## config.mk

```make
export PLATFORM = sky130hd
export DESIGN_NAME = pulse_stretch_driver_flat
export DESIGN_NICKNAME = d
export VERILOG_FILES = /design/src/rtl/pulse_stretch_driver_if.sv /design/src/rtl/pulse_stretch_driver.sv /design/src/flat_wrapper.sv
export SDC_FILE = /design/constraint.sdc
export NUM_CORES = 1
export LEC_CHECK = 0
export CAP_MARGIN = 30
export CORE_AREA = 2 2 39 41
export CTS_BUF_LIST = sky130_fd_sc_hd__clkbuf_8
export DETAILED_ROUTE_END_ITERATION = 10
export DIE_AREA = 0 0 41 43
export GPL_TIMING_DRIVEN = 0
export PLACE_DENSITY = 0.71
export SKIP_LAST_GASP = 1
export SLEW_MARGIN = 20
export SYNTH_ARGS = -nofsm -noshare
export SYNTH_HDL_FRONTEND = slang
export SYNTH_SLANG_ARGS = --single-unit
```

## constraint.sdc

```tcl
create_clock -name clk -period 3 [get_ports clk]
set_input_delay 0.6 -clock clk [delete_from_list [all_inputs] [get_ports clk]]
set_output_delay 0.6 -clock clk [all_outputs]
set_load 0.05 [all_outputs]
```

## src/rtl/pulse_stretch_driver_if.sv

```systemverilog
// Event/level interface of the pulse stretcher.
// master: the side that raises events and watches the output level.
// slave : the stretcher itself.
interface pulse_stretch_driver_if #(
    parameter int PEND_W = 2
);
    logic              PulseIn;
    logic              ClearOvf;
    logic              SignOut;
    logic              Busy;
    logic [PEND_W-1:0] Pending;
    logic              Overflow;

    modport master (
        output PulseIn,
        output ClearOvf,
        input  SignOut,
        input  Busy,
        input  Pending,
        input  Overflow
    );

    modport slave (
        input  PulseIn,
        input  ClearOvf,
        output SignOut,
        output Busy,
        output Pending,
        output Overflow
    );
endinterface

```

## src/rtl/pulse_stretch_driver.sv

```systemverilog
// Pulse stretcher: every single-cycle event on PulseIn becomes one high burst of
// HIGH_CYCLES cycles on SignOut. Bursts are followed by at least GAP_CYCLES low cycles.
// Events that arrive during a burst or gap wait in a saturating pending counter.
// If the queue is full, the event is dropped and the sticky Overflow flag is set.
module pulse_stretch_driver #(
    parameter int HIGH_CYCLES = 4,
    parameter int GAP_CYCLES  = 2,
    parameter int PEND_W      = 2
) (
    input  logic                         clk,
    input  logic                         reset,
    pulse_stretch_driver_if.slave        bus
);
    localparam int MAX_CYC = (HIGH_CYCLES > GAP_CYCLES) ? HIGH_CYCLES : GAP_CYCLES;
    localparam int CNT_W   = $clog2(MAX_CYC + 1);

    // The counter holds the number of cycles left in the current state after this one.
    localparam logic [CNT_W-1:0]  HIGH_LOAD = CNT_W'(HIGH_CYCLES - 1);
    localparam logic [CNT_W-1:0]  GAP_LOAD  = CNT_W'(GAP_CYCLES - 1);
    localparam logic [CNT_W-1:0]  CNT_ONE   = CNT_W'(1);
    localparam logic [PEND_W-1:0] PEND_MAX  = {PEND_W{1'b1}};
    localparam logic [PEND_W-1:0] PEND_ONE  = PEND_W'(1);

    typedef enum logic [1:0] {
        IDLE = 2'd0,
        HIGH = 2'd1,
        GAP  = 2'd2
    } state_t;

    state_t            state_q, state_d;
    logic [CNT_W-1:0]  cnt_q,   cnt_d;
    logic [PEND_W-1:0] pend_q,  pend_d;
    logic              ovf_q,   ovf_d;
    logic              sign_q,  sign_d;
    logic              busy_q,  busy_d;

    logic start;   // enter HIGH on the next cycle
    logic dec;     // one queued event is taken this cycle
    logic enq;     // the event on PulseIn goes to the queue this cycle
    logic drop;    // the event on PulseIn is lost because the queue is full

    // Next-state logic: state sequencing, queue accounting and overflow flag.
    always_comb begin
        // NOTE: give every comb output a default first so no path can infer a latch.
        state_d = state_q;
        cnt_d   = cnt_q;
        pend_d  = pend_q;
        ovf_d   = ovf_q;
        start   = 1'b0;
        dec     = 1'b0;
        enq     = 1'b0;
        drop    = 1'b0;

        unique case (state_q)
            IDLE: begin
                start = bus.PulseIn;
            end
            HIGH: begin
                enq = bus.PulseIn;
                if (cnt_q == '0) begin
                    state_d = GAP;
                    cnt_d   = GAP_LOAD;
                end else begin
                    cnt_d = cnt_q - CNT_ONE;
                end
            end
            GAP: begin
                if (cnt_q == '0) begin
                    if (pend_q != '0) begin
                        // Queued work has priority. A new event in the same cycle replaces the slot it frees.
                        start = 1'b1;
                        dec   = 1'b1;
                        enq   = bus.PulseIn;
                    end else if (bus.PulseIn) begin
                        // The queue is empty, so the event starts the next burst directly.
                        start = 1'b1;
                    end else begin
                        state_d = IDLE;
                        cnt_d   = '0;
                    end
                end else begin
                    cnt_d = cnt_q - CNT_ONE;
                    enq   = bus.PulseIn;
                end
            end
            default: begin
                state_d = IDLE;
                cnt_d   = '0;
            end
        endcase

        if (start) begin
            state_d = HIGH;
            cnt_d   = HIGH_LOAD;
        end

        // Saturating queue arithmetic. A simultaneous take and add cancel out.
        if (enq && dec) begin
            pend_d = pend_q;
        end else if (dec) begin
            pend_d = pend_q - PEND_ONE;
        end else if (enq) begin
            if (pend_q != PEND_MAX) begin
                pend_d = pend_q + PEND_ONE;
            end else begin
                drop = 1'b1;
            end
        end

        // A drop in the same cycle as ClearOvf keeps the flag set.
        if (drop) begin
            ovf_d = 1'b1;
        end else if (bus.ClearOvf) begin
            ovf_d = 1'b0;
        end

        sign_d = (state_d == HIGH);
        busy_d = (state_d != IDLE);
    end

    // State and registered outputs. Synchronous reset overrides every other input.
    always_ff @(posedge clk) begin
        // NOTE: sequential state uses non-blocking assignments only, so all registers update together.
        if (reset) begin
            state_q <= IDLE;
            cnt_q   <= '0;
            pend_q  <= '0;
            ovf_q   <= 1'b0;
            sign_q  <= 1'b0;
            busy_q  <= 1'b0;
        end else begin
            state_q <= state_d;
            cnt_q   <= cnt_d;
            pend_q  <= pend_d;
            ovf_q   <= ovf_d;
            sign_q  <= sign_d;
            busy_q  <= busy_d;
        end
    end

    assign bus.SignOut  = sign_q;
    assign bus.Busy     = busy_q;
    assign bus.Pending  = pend_q;
    assign bus.Overflow = ovf_q;
endmodule

```

## src/flat_wrapper.sv

```systemverilog
// flat-port wrapper written by rule: the top's interface ports become plain ports
module pulse_stretch_driver_flat 
#(
    parameter int HIGH_CYCLES = 4,
    parameter int GAP_CYCLES  = 2,
    parameter int PEND_W      = 2
)
  (clk, reset, bus_PulseIn, bus_ClearOvf, bus_SignOut, bus_Busy, bus_Pending, bus_Overflow);
  pulse_stretch_driver_if #(.PEND_W(PEND_W)) bus_i ();
  input  logic clk;
  input  logic reset;
  input wire logic [$bits(bus_i.PulseIn)-1:0] bus_PulseIn;
  input wire logic [$bits(bus_i.ClearOvf)-1:0] bus_ClearOvf;
  output wire logic [$bits(bus_i.SignOut)-1:0] bus_SignOut;
  output wire logic [$bits(bus_i.Busy)-1:0] bus_Busy;
  output wire logic [$bits(bus_i.Pending)-1:0] bus_Pending;
  output wire logic [$bits(bus_i.Overflow)-1:0] bus_Overflow;
  assign bus_i.PulseIn = bus_PulseIn;
  assign bus_i.ClearOvf = bus_ClearOvf;
  assign bus_SignOut = bus_i.SignOut;
  assign bus_Busy = bus_i.Busy;
  assign bus_Pending = bus_i.Pending;
  assign bus_Overflow = bus_i.Overflow;
  pulse_stretch_driver #(.HIGH_CYCLES(HIGH_CYCLES), .GAP_CYCLES(GAP_CYCLES), .PEND_W(PEND_W)) u_core (.clk(clk), .reset(reset), .bus(bus_i));
endmodule
```

[Yosys cells after proc, flatten, opt, wreduce, memory -nomap -nowiden]
Cells that the tools add are included.
Storage, ports and cells
  bits in registers: 10
  bits of input ports: 4
  output and inout bits: 5
  logic and storage cells: 64
Operators by class
  add/sub/neg operators: 3
  equality and inequality tests: 9
  multiplexer cells: 31
  bitwise logic cells: 2
  reduce and logical (&&, ||, !) cells: 12
Operator list (count)
  2-bit 2-to-1 mux: 9
  1-bit 2-to-1 mux: 14
  3-bit 2-to-1 mux: 4
  2-bit nonzero test: 5
  3-bit one-hot mux with 3 select lines: 1
  3-bit AND reduction: 3
  4-bit by 3-bit inequality test with 1-bit output (second input constant): 2
  3-bit inequality test (second input constant): 2
  2-bit one-hot mux with 3 select lines: 1
  2-bit by 1-bit == test with 1-bit output (second input constant): 2
  1-bit one-hot mux with 2 select lines: 2
  3-bit zero test: 1
  3-bit by 1-bit subtractor with 3-bit output (second input constant): 1
  2-bit by 1-bit adder with 2-bit output (second input constant): 1
  2-bit == test (second input constant): 1
  2-bit zero test: 1
  2-bit by 1-bit inequality test with 1-bit output (second input constant): 1
  2-bit inequality test (second input constant): 1
  1-bit NOT: 2
  2-bit OR reduction: 1
  2-bit by 1-bit subtractor with 2-bit output (second input constant): 1
  1-bit logical AND: 1

[Logic depth before layout (Yosys ltp)]
Gate-level depths: netlist (run 1).
  depth after elaboration: 8
  mapped depth: 8
  gate-level depth less buffers: 8

[Least setup slack after synthesis (run 1)]
OpenSTA, ideal clock, no wires.
  path type: flip-flop to flip-flop
  start point: register u_core.state_q[0]
  end point: register u_core.pend_q[1] (netlist: u_core.bus.Pending[1])
  setup time: 0.130 ns
  arrival: 1.893 ns
  required time: 2.870 ns
  slack: 0.977 ns
  stages on the path, launching flop included: 9
  buffers on the path: 0
  period minus slack after synthesis: 2.023 ns
  cell sequence: dfxtp_1 -> inv_1 -> ha_1 -> or4b_4 -> nor2_1 -> ha_1 -> a21o_2 -> a22oi_1 -> nor2_1
Between the ends
  word-level cells in the longest chain between the ends: 5
  elaborated cells on any way between the ends: 10
  classes of those cells: 2 x eq/ne; 3 x mux; 1 x bitwise; 4 x reduce/logical
RTL lines
  start: declaration: RTL line pulse_stretch_driver.sv:30  | state_t state_q, state_d;
  start signal: assignment: RTL line pulse_stretch_driver.sv:132  | state_q <= state_d;
  2-bit == test / 2-bit by 1-bit == test with 1-bit output (equally long branches): RTL line pulse_stretch_driver.sv:54  | unique case (state_q)
  1-bit one-hot mux with 2 select lines / 1-bit 2-to-1 mux (equally long branches): RTL line pulse_stretch_driver.sv:54
  1-bit logical AND: RTL line pulse_stretch_driver.sv:98  | if (enq && dec) begin
  1-bit NOT (no source line)
  3-bit AND reduction (no source line)
  end signal: assignment: RTL line pulse_stretch_driver.sv:134  | pend_q <= pend_d;
  end: declaration: RTL line pulse_stretch_driver.sv:32  | logic [PEND_W-1:0] pend_q, pend_d;
Several ways; a longest one is shown, not always the timed one.
A chain may end at the register's enable or synchronous reset.

[Final worst setup path (run 1)]
Ends and elaborated chain as after synthesis.

==> results of run 1 <==
-- power groups by stage --
stage / registers, W / logic (W) / clock network [W]
final: 0.000168 / 0.000187 / 0.000171
after CTS: 0.000168 / 0.000186 / 0.000172
after floorplan: 0.000197 / 0.000117 / 0
after global placement: 0.000170 / 0.000184 / 0
after detailed placement: 0.000171 / 0.000185 / 0
after global routing: 0.000172 / 0.000203 / 0.000181
-- kinds of logic after synthesis --
family                   share of synthesized area, %
AO/OA/AOI/OAI                                    22.1
flip-flops                                       31.6
buffers and inverters                            3.15
AND/OR/NAND/NOR                                  32.0
adder cells (fa/ha/maj)                          9.86
XOR/XNOR                                         1.38
-- worst min-delay path: stages, from the launching register on --
cell and delay [ps]:
sky130_fd_sc_hd__dfxtp_1 340, sky130_fd_sc_hd__o21ai_0 90, sky130_fd_sc_hd__nor3b_1 50
-- registers in the layout, summed over array words and instances, names as in the netlist --
signal	count
u_core.cnt_q	3
u_core.bus.Busy	1
u_core.bus.Overflow	1
u_core.bus.Pending	2
u_core.bus.SignOut	1
u_core.state_q	2
-- synth_stat cells (2+ instances only) --
master / number
sky130_fd_sc_hd__nor2b_1: 2
sky130_fd_sc_hd__ha_1: 5
sky130_fd_sc_hd__nand2b_1: 2
sky130_fd_sc_hd__or3_1: 2
sky130_fd_sc_hd__a21oi_1: 2
sky130_fd_sc_hd__inv_1: 3
sky130_fd_sc_hd__a31oi_1: 2
sky130_fd_sc_hd__or3_4: 2
sky130_fd_sc_hd__nor3_1: 3
sky130_fd_sc_hd__nand2_1: 2
sky130_fd_sc_hd__dfxtp_1: 10
sky130_fd_sc_hd__o21ai_0: 2
sky130_fd_sc_hd__nand3_1: 2
sky130_fd_sc_hd__nor2_1: 4
-- final cells by class --
cell class	count	area [µm²]	area share [%]
multi-input cells	52	414	53.1
flip-flops and latches	10	200	25.7
repair buffers	7	70.1	8.99
well taps	16	20.0	2.57
plain buffers	2	8.76	1.12
inverters	3	11.3	1.44
clock buffers	4	55.1	7.06
-- through the flow --
stage	area (µm²)	instances	utilization, %
finish	779	94	56.3
global route	779	94	56.3
floorplan	634	67	-
CTS	779	94	56.3
detailed placement	724	90	52.4
global placement	724	90	52.4
-- per-layer routing --
metal	wire (µm)	up-vias	share of wire [%]	track usage, %
met4	8	0	0.69	6.00
met3	50	2	4.3	4.71
met1	565	260	48	21.8
met5	0	-	0	0
met2	542	9	46	20.9
li1	-	275	-	-
-- path summary, 6_finish.rpt --
check                                             end  slack [ps]  cells after the start
worst max-delay path            u_core.bus.Pending[1]         840                      8
worst max register to register  u_core.bus.Pending[1]         840                      8
worst min-delay path                  u_core.cnt_q[2]         520                      2
worst min register to register        u_core.cnt_q[2]         520                      2
==> qor.txt, run 1 <==
Power dissipated by switching net loads - 0.000181 W
Number of H-tree branching levels - 1
Unrepaired setup endpoints after global routing - false
Post-cts repair resize count - 0
Fraction of layout cells with a size suffix above 1 - 16.7%
Buffers inserted during post-CTS setup optimization - 0
Rows - 14
Yosys top cell area share - 31.6%
Hold buffer count at CTS - 0
Pwr/cell area - 675 mW/mm²
I/O pin cnt - 9
Post-synthesis area per instance - 9.47 µm²
Final critical path time including I/O delays and setup - 2160 ps
Maximum fanout count along the critical path - 7
DRC errors left - 0
Kind of end point of the critical path - flip-flop
Sequential fraction of design power - 32.0%
Leakage Power - 0.316 nW
Sink Count - 10
Unique cell type count in the Yosys netlist - 38
Horiz. Die Dim - 41 µm
First-pass GRT wire length - 1.86 mm
Proportion of total power due to net switching - 34.5%
Synthesis-to-finish area growth - 22.9%
Cell breakdown of the critical path - inv_1 -> ha_1 -> or4b_4 -> nor2_1 -> ha_1 -> a21o_2 -> a22oi_1 -> nor2_1
Startpoint-to-endpoint class of the critical path - reg2reg
Clock transition time at the flip-flop clock pins of the worst setup and hold paths - 50 ps
Flops & latches, synth - 10
Post-synth net total - 76
Die extent in y - 43 µm
Clock latency on the worst-skew pair - 240 ps
Outcome - finished clean
Worst-Margin Slew - 520 ps
Worst Setup SP - u_core.state_q[0]
CP arrival - 2260 ps
Leading area contributor after synthesis - sky130_fd_sc_hd__dfxtp_1
Total wirelength of the detailed-routed design - 1.17 mm
Length of the first detailed-routing pass in iterations - 3
Routability congestion estimate from global placement - 0.752
Final worst slack - 843 ps
Max clock buf depth - 2
Hold crit path type - reg2reg
Portion of total power attributed to combinational logic - 35.5%
Beginning of the worst register-to-register path - u_core.state_q[0]
Number of fill cells in the layout - 127
Most common library cell in the layout ignoring fill and taps - sky130_fd_sc_hd__dfxtp_1
Netlist area before placement - 634 µm²
Via count - 546
Async set-or-reset flop fraction in the synthesized netlist - 0%
CTS buffer count - 3
Instance count of the mapped netlist - 67
Post-route setup TNS - 0 ps
Dpl ws - 687 ps
Max Freq - 0.464 GHz
Critical path's largest stage delay - 520 ps
Post-DP HPWL - 868 µm
Maximum VDD drop - 0.490 mV
Number of antenna violations at the first check in global routing - 0
Design internal power - 0.000345 W
Slowest cell on the critical path - sky130_fd_sc_hd__or4b_4
Number of antenna-violating nets in the routed design - 0
Fin. max-slew vios - 0
Ys Warns - 0
Overall routing resource usage - 15.3%
Final setup skew - 5.48 ps
Clock power frac - 32.5%
Largest net degree at the start of global routing - 11
Worst relative slew slack - 65.3%
Number of inserted diodes - 0
Effective utilization at floorplan - 45.8%
Number of hold violations in the final report - 0
Sequential area share after synthesis - 31.6%
NumNets Final - 88
Start point of the worst hold path - u_core.cnt_q[2]
Avg Vias per Cell - 5.81
Overflow left after global routing - 0
Quantity of I/O buffers inserted on ports - 7
Tcrit/Tclk final - 71.9%
Max capacitance violation total - 0
Type of element launching the critical path - flip-flop
Detailed-route wire length per cell - 12.4 µm
Most frequent cells in the layout - 10 x sky130_fd_sc_hd__dfxtp_1, 7 x sky130_fd_sc_hd__clkdlybuf4s50_1, 5 x sky130_fd_sc_hd__ha_1
Overall die area - 0.00176 mm²
Number of flops mapped to enable cells by yosys - 0
Combined buffer and inverter count along the critical path - 1
DRC violation total after the first TritonRoute iteration - 16
Number of global-route vias before repair - 439
Post-layout total power - 0.000526 W
Ranking of synthesized cells by area - sky130_fd_sc_hd__dfxtp_1 32%, sky130_fd_sc_hd__ha_1 9.9%, sky130_fd_sc_hd__or3_4 3.6%, sky130_fd_sc_hd__nor3_4 2.6%, sky130_fd_sc_hd__o41ai_2 2.6%
Required time reported for the critical path endpoint - 3110 ps
Clock tree from TritonCTS - yes
Number of endpoints failing setup at the final stage - 0
Smallest hold slack - 524 ps
Top FF cell, synth - sky130_fd_sc_hd__dfxtp_1
Cell family with most CP delay - simple AND/OR/NAND/NOR gates
CORE AREA - 0.00138 mm²
Buffer cell driving the clock tree root - sky130_fd_sc_hd__clkbuf_8
No activity file was read; power rests on OpenSTA's default activity.
==> run 2, diff against run 1 <==
- clock period: 3 -> 2 ns (I/O delays scaled with it)
==> run 2 against run 1 <==
Effect of this change: utilization up 6.7 points; die area unchanged; sequential share of layout area is 2.2 points lower; via count up 6.2%; first-iteration DRC count rose by 31%; register-to-register slack lost 780 ps; largest cell class unchanged; clock power up 50%; critical path depth unchanged; highest routed layer unchanged; maximum frequency grew 11%; clock skew shrank 5.3 ps; cell area is 12% higher.
==> qor.txt, run 2 (synthesis gave the netlist of run 1 again) <==
Overall die area - 0.00176 mm²
Critical path's largest stage delay - 370 ps
Count of cells along the worst register-to-register path - 8
Pwr/cell area - 953 mW/mm²
Max Freq - 0.517 GHz
Number of hold violations in the final report - 0
Overall routing resource usage - 18.2%
Tcrit/Tclk final - 96.8%
Final cell utilization of the core - 63.0%
Kind of end point of the critical path - flip-flop
Synthesis-to-finish area growth - 37.5%
Post-layout total power - 0.000831 W
Routability congestion estimate from global placement - 0.750
Maximum fanout count along the critical path - 6
Met2 track demand over resource in global routing - 28.7%
Horiz. Die Dim - 41 µm
CTS buffer count - 3
Leakage Power - 0.374 nW
I/O pin cnt - 9
Avg Vias per Cell - 5.92
Slowest cell on the critical path - sky130_fd_sc_hd__dfxtp_4
Length of the first detailed-routing pass in iterations - 4
Clock tree from TritonCTS - yes
Most common library cell in the layout ignoring fill and taps - sky130_fd_sc_hd__dfxtp_1
Detailed-route wire length per cell - 13.6 µm
Largest net degree at the start of global routing - 11
Register with the most flip-flops - u_core.cnt_q
Overflow left after global routing - 0
Effective utilization at floorplan - 45.8%
Beginning of the worst register-to-register path - u_core.state_q[1]
Fin. max-slew vios - 0
Final setup skew - 0.135 ps
Number of H-tree branching levels - 1
Met3 global-route usage - 4.71%
Placed cell area - 729 µm²
Final critical path time including I/O delays and setup - 1940 ps
Hold crit path type - reg2reg
Outcome - finished clean
Worst relative slew slack - 65.9%
Quantity of I/O buffers inserted on ports - 7
Smallest hold slack - 533 ps
Total instance count after detailed placement - 90
Number of flip-flops under the largest register name - 3
Buffer cell driving the clock tree root - sky130_fd_sc_hd__clkbuf_8
Cell breakdown of the critical path - inv_2 -> ha_4 -> or3_1 -> o211a_1 -> ha_4 -> a21o_2 -> a22oi_1 -> nor2_1
Type of element launching the critical path - flip-flop
Maximum VDD drop - 0.636 mV
Worst Hold Path EP - u_core.cnt_q[1]
Number of fill cells in the layout - 125
Worst-Margin Slew - 511 ps
Number of global-route vias before repair - 517
Fraction of layout cells with a size suffix above 1 - 31.7%
Worst R2R End - u_core.bus.Pending[1]
Total wirelength of the detailed-routed design - 1.34 mm
Clock latency on the worst-skew pair - 230 ps
Clock transition time at the flip-flop clock pins of the worst setup and hold paths - 50 ps
Layer carrying the most global-route usage - met2
NumNets Final - 92
Required time reported for the critical path endpoint - 2110 ps
Cell repeated most along the worst path - sky130_fd_sc_hd__ha_4
Max capacitance violation total - 0
Rows - 14
Startpoint-to-endpoint class of the critical path - reg2reg
Number of endpoints failing setup at the final stage - 0
Unrepaired setup endpoints after global routing - true
Start point of the worst hold path - u_core.cnt_q[1]
Die extent in y - 43 µm
Sink Count - 10
CP arrival - 2040 ps
Max clock buf depth - 2
DRC violation total after the first TritonRoute iteration - 21
Count of placed standard cells in the final layout, fillers left out - 98
Number of antenna-violating nets in the routed design - 0
Number of antenna violations at the first check in global routing - 0
Via count - 580
DRC errors left - 0
Met1 global-route usage - 21.9%
Number of inserted diodes - 0
Hold Path Stages - 2
Post-layout instance area - 872 µm²
CORE AREA - 0.00138 mm²
Post-DP HPWL - 920 µm
Most frequent cells in the layout - 8 x sky130_fd_sc_hd__dfxtp_1, 5 x sky130_fd_sc_hd__clkdlybuf4s50_1, 4 x sky130_fd_sc_hd__clkbuf_8, 4 x sky130_fd_sc_hd__buf_4
First-pass GRT wire length - 2.20 mm
R2R setup slack - 60 ps
run 2: what timing repair did:
action	CTS	global route
hold buffers	0	0
setup endpoints to repair	2	5
resized for setup	7	6
pin swaps	0	3
endpoints found under the hold margin	0	0
setup buffers	1	3
cloned	0	0
run 2: final cells by class:
cell class	instances	area [µm²]	share of cell area (%)
multi-input combinational	52	467	53.5
sequential	10	205	23.5
timing repair buffer	11	105	12.1
clock buffer	4	55.1	6.31
tap	16	20.0	2.30
inverter	3	11.3	1.29
buffer	2	8.76	1.00
run 2: how the worst max path moves through the flow:
stage	to	start
floorplan	u_core.bus.Pending[1]	u_core.state_q[0]
global placement	u_core.bus.Busy	bus_PulseIn
detailed placement	u_core.bus.Busy	bus_PulseIn
CTS	u_core.bus.Overflow	u_core.state_q[0]
global route	u_core.bus.Pending[1]	u_core.state_q[1]
finish	u_core.bus.Pending[1]	u_core.state_q[1]
run 2: routing by layer:
metal,vias to the layer above,wire length [µm]
met2,12,668
li1,284,-
met3,2,60
met4,0,14
met5,-,0
met1,282,593
run 2: worst max-delay path: cells and delay by family (launching register included):
family          cells  cell delay, ps
flops               1             370
buf+inv             1              50
simple gates        2             350
compound gates      3             630
fa+ha+maj           2             410
run 2: where the power goes:
part | total (W) | internal, W | switching (W) | leakage (nW)
Sequential | 0.000258 | 0.000229 | 0.0000286 | 0.0831
Combinational | 0.000315 | 0.000135 | 0.000180 | 0.262
Clock | 0.000257 | 0.000173 | 0.0000840 | 0.0288
Total | 0.000831 | 0.000538 | 0.000293 | 0.374
run 2: metrics by stage:
stage          setup WS (ps)  TNS (ps)
4_1_cts                 16.9         0
3_5_place_dp            -126      -460
6_report                64.9         0
2_1_floorplan           1.83         0
5_1_grt                -14.1     -14.1
3_3_place_gp            -108      -354
==> run 3, diff against run 2 <==
- CTS_BUF_LIST: sky130_fd_sc_hd__clkbuf_8 -> unset
==> run 3 against run 2 <==
Effect of this change: cell area is 3.4% lower; non-clock buffer count stayed put; sequential cell count stayed put; combinational power is 1% lower; count of clock-buffer cells in the layout stayed put; global-route usage is 0.20 points higher; setup slack worse by 7.2 ps; critical path type unchanged.
==> qor.txt, run 3 (synthesis gave the netlist of run 1 again) <==
Fin. max-slew vios - 0
Post-DP HPWL - 920 µm
Sequential fraction of design power - 33.8%
Rows - 14
Leakage Power - 0.351 nW
I/O pin cnt - 9
Effective utilization at floorplan - 45.8%
Clock latency on the worst-skew pair - 280 ps
Startpoint-to-endpoint class of the critical path - reg2reg
Multi-input logic area - 459 µm²
Overall routing resource usage - 18.4%
NumNets Final - 92
Via count - 568
Design internal power - 0.000472 W
DRC violation total after the first TritonRoute iteration - 13
R2R setup slack - 60 ps
Total wirelength of the detailed-routed design - 1.39 mm
Tcrit/Tclk final - 97.1%
Overall die area - 0.00176 mm²
Kind of end point of the critical path - flip-flop
FF+latch area - 205 µm²
Count of cells along the worst register-to-register path - 8
Unrepaired setup endpoints after global routing - true
Number of fill cells in the layout - 124
Overflow left after global routing - 0
Proportion of total power due to net switching - 37.9%
Type of element launching the critical path - flip-flop
Die extent in y - 43 µm
Number of endpoints failing setup at the final stage - 0
Portion of total power attributed to combinational logic - 40.9%
Pwr/cell area - 903 mW/mm²
Clock transition time at the flip-flop clock pins of the worst setup and hold paths - 70 ps
Detailed-route wire length per cell - 14.2 µm
Clock tree from TritonCTS - yes
Post-layout instance area - 842 µm²
Number of antenna-violating nets in the routed design - 0
Met1 global-route usage - 22.5%
Most frequent cells in the layout - 8 x sky130_fd_sc_hd__dfxtp_1, 5 x sky130_fd_sc_hd__clkdlybuf4s50_1, 4 x sky130_fd_sc_hd__buf_4
Final cell utilization of the core - 60.8%
Maximum VDD drop - 0.493 mV
Number of hold violations in the final report - 0
Worst Setup SP - u_core.state_q[1]
Buffer cell driving the clock tree root - sky130_fd_sc_hd__clkbuf_4
Power dissipated by switching net loads - 0.000289 W
Number of flip-flops under the largest register name - 3
First-pass GRT wire length - 2.20 mm
Number of inserted diodes - 0
Final setup skew - 1.98 ps
Met3 global-route usage - 3.14%
Largest net degree at the start of global routing - 11
Number of global-route vias before repair - 512
Max clock buf depth - 2
CORE AREA - 0.00138 mm²
Beginning of the worst register-to-register path - u_core.state_q[1]
Avg Vias per Cell - 5.80
Routability congestion estimate from global placement - 0.750
Start point of the worst hold path - u_core.cnt_q[1]
Clock power frac - 25.3%
Met2 track demand over resource in global routing - 27.8%
Maximum fanout count along the critical path - 6
Placed cell area - 729 µm²
CP arrival - 2100 ps
Synthesis-to-finish area growth - 32.7%
Sink Count - 10
Outcome - finished clean
Required time reported for the critical path endpoint - 2150 ps
Hold crit path type - reg2reg
CTS buffer count - 3
Worst relative slew slack - 63.2%
Layer carrying the most global-route usage - met2
Worst-Margin Slew - 552 ps
Register with the most flip-flops - u_core.cnt_q
Worst R2R End - u_core.bus.Pending[1]
Max capacitance violation total - 0
Quantity of I/O buffers inserted on ports - 7
Worst Setup EP - u_core.bus.Pending[1]
Fraction of layout cells with a size suffix above 1 - 30.5%
Horiz. Die Dim - 41 µm
Number of antenna violations at the first check in global routing - 0
Final critical path time including I/O delays and setup - 1940 ps
DRC errors left - 0
Number of H-tree branching levels - 1
Length of the first detailed-routing pass in iterations - 4
Max Freq - 0.515 GHz
Most common library cell in the layout ignoring fill and taps - sky130_fd_sc_hd__dfxtp_1
-- run 3: what timing repair did --
| item | in CTS | in global routing |
|---|---|---|
| gates resized for setup | 8 | 4 |
| pin swaps | 0 | 3 |
| setup buffers | 1 | 3 |
| setup endpoints to repair | 3 | 3 |
| hold buffers | 0 | 0 |
| cloned | 0 | 0 |
-- run 3: how the worst min path moves through the flow --
stage                           end  slack, ps  depth (start not counted)
global route        u_core.cnt_q[1]        570                          2
floorplan           u_core.cnt_q[2]        480                          2
global placement    u_core.cnt_q[2]        500                          2
detailed placement  u_core.cnt_q[2]        520                          2
CTS                 u_core.cnt_q[2]        530                          2
finish              u_core.cnt_q[1]        530                          2
-- run 3: critical path, stage by stage (launching register included) --
cell,delay (ps)
sky130_fd_sc_hd__dfxtp_4,380
sky130_fd_sc_hd__inv_2,50
sky130_fd_sc_hd__ha_4,170
sky130_fd_sc_hd__or3_1,300
sky130_fd_sc_hd__o211a_1,280
sky130_fd_sc_hd__ha_4,240
sky130_fd_sc_hd__a21o_2,180
sky130_fd_sc_hd__a22oi_1,170
sky130_fd_sc_hd__nor2_1,50
-- run 3: stage by stage --
step	total power (W)	setup slack, ps	setup TNS [ps]	instances	hold slack (ps)
final	0.000761	57.7	0	98	533
after global routing	0.000796	-18.3	-18.3	98	569
after CTS	0.000744	13.2	0	95	531
after detailed placement	0.000541	-126	-460	90	521
after global placement	0.000534	-108	-354	90	505
after floorplan	0.000473	1.83	0	67	479
-- run 3: power by group through the flow --
stage / Sequential [W] / Clock (W) / Combinational (W)
floorplan: 0.000296 / 0 / 0.000177
global placement: 0.000255 / 0 / 0.000279
detailed placement: 0.000257 / 0 / 0.000284
CTS: 0.000254 / 0.000194 / 0.000296
global route: 0.000260 / 0.000194 / 0.000341
finish: 0.000257 / 0.000192 / 0.000311
-- run 3: routing by layer --
metal  vias to the layer above  routed length [µm]
met1                       263                 619
met3                         2                  92
met4                         0                  14
met5                         -                   0
li1                        280                   -
met2                        23                 665
-- run 3: cell type report --
cell class                      count  area share, %
Multi-Input combinational cell     52           54.5
Sequential cell                    10           24.4
Timing Repair Buffer               11           12.0
Clock buffer                        4           4.31
Tap cell                           16           2.38
Inverter                            3           1.34
Buffer                              2           1.04
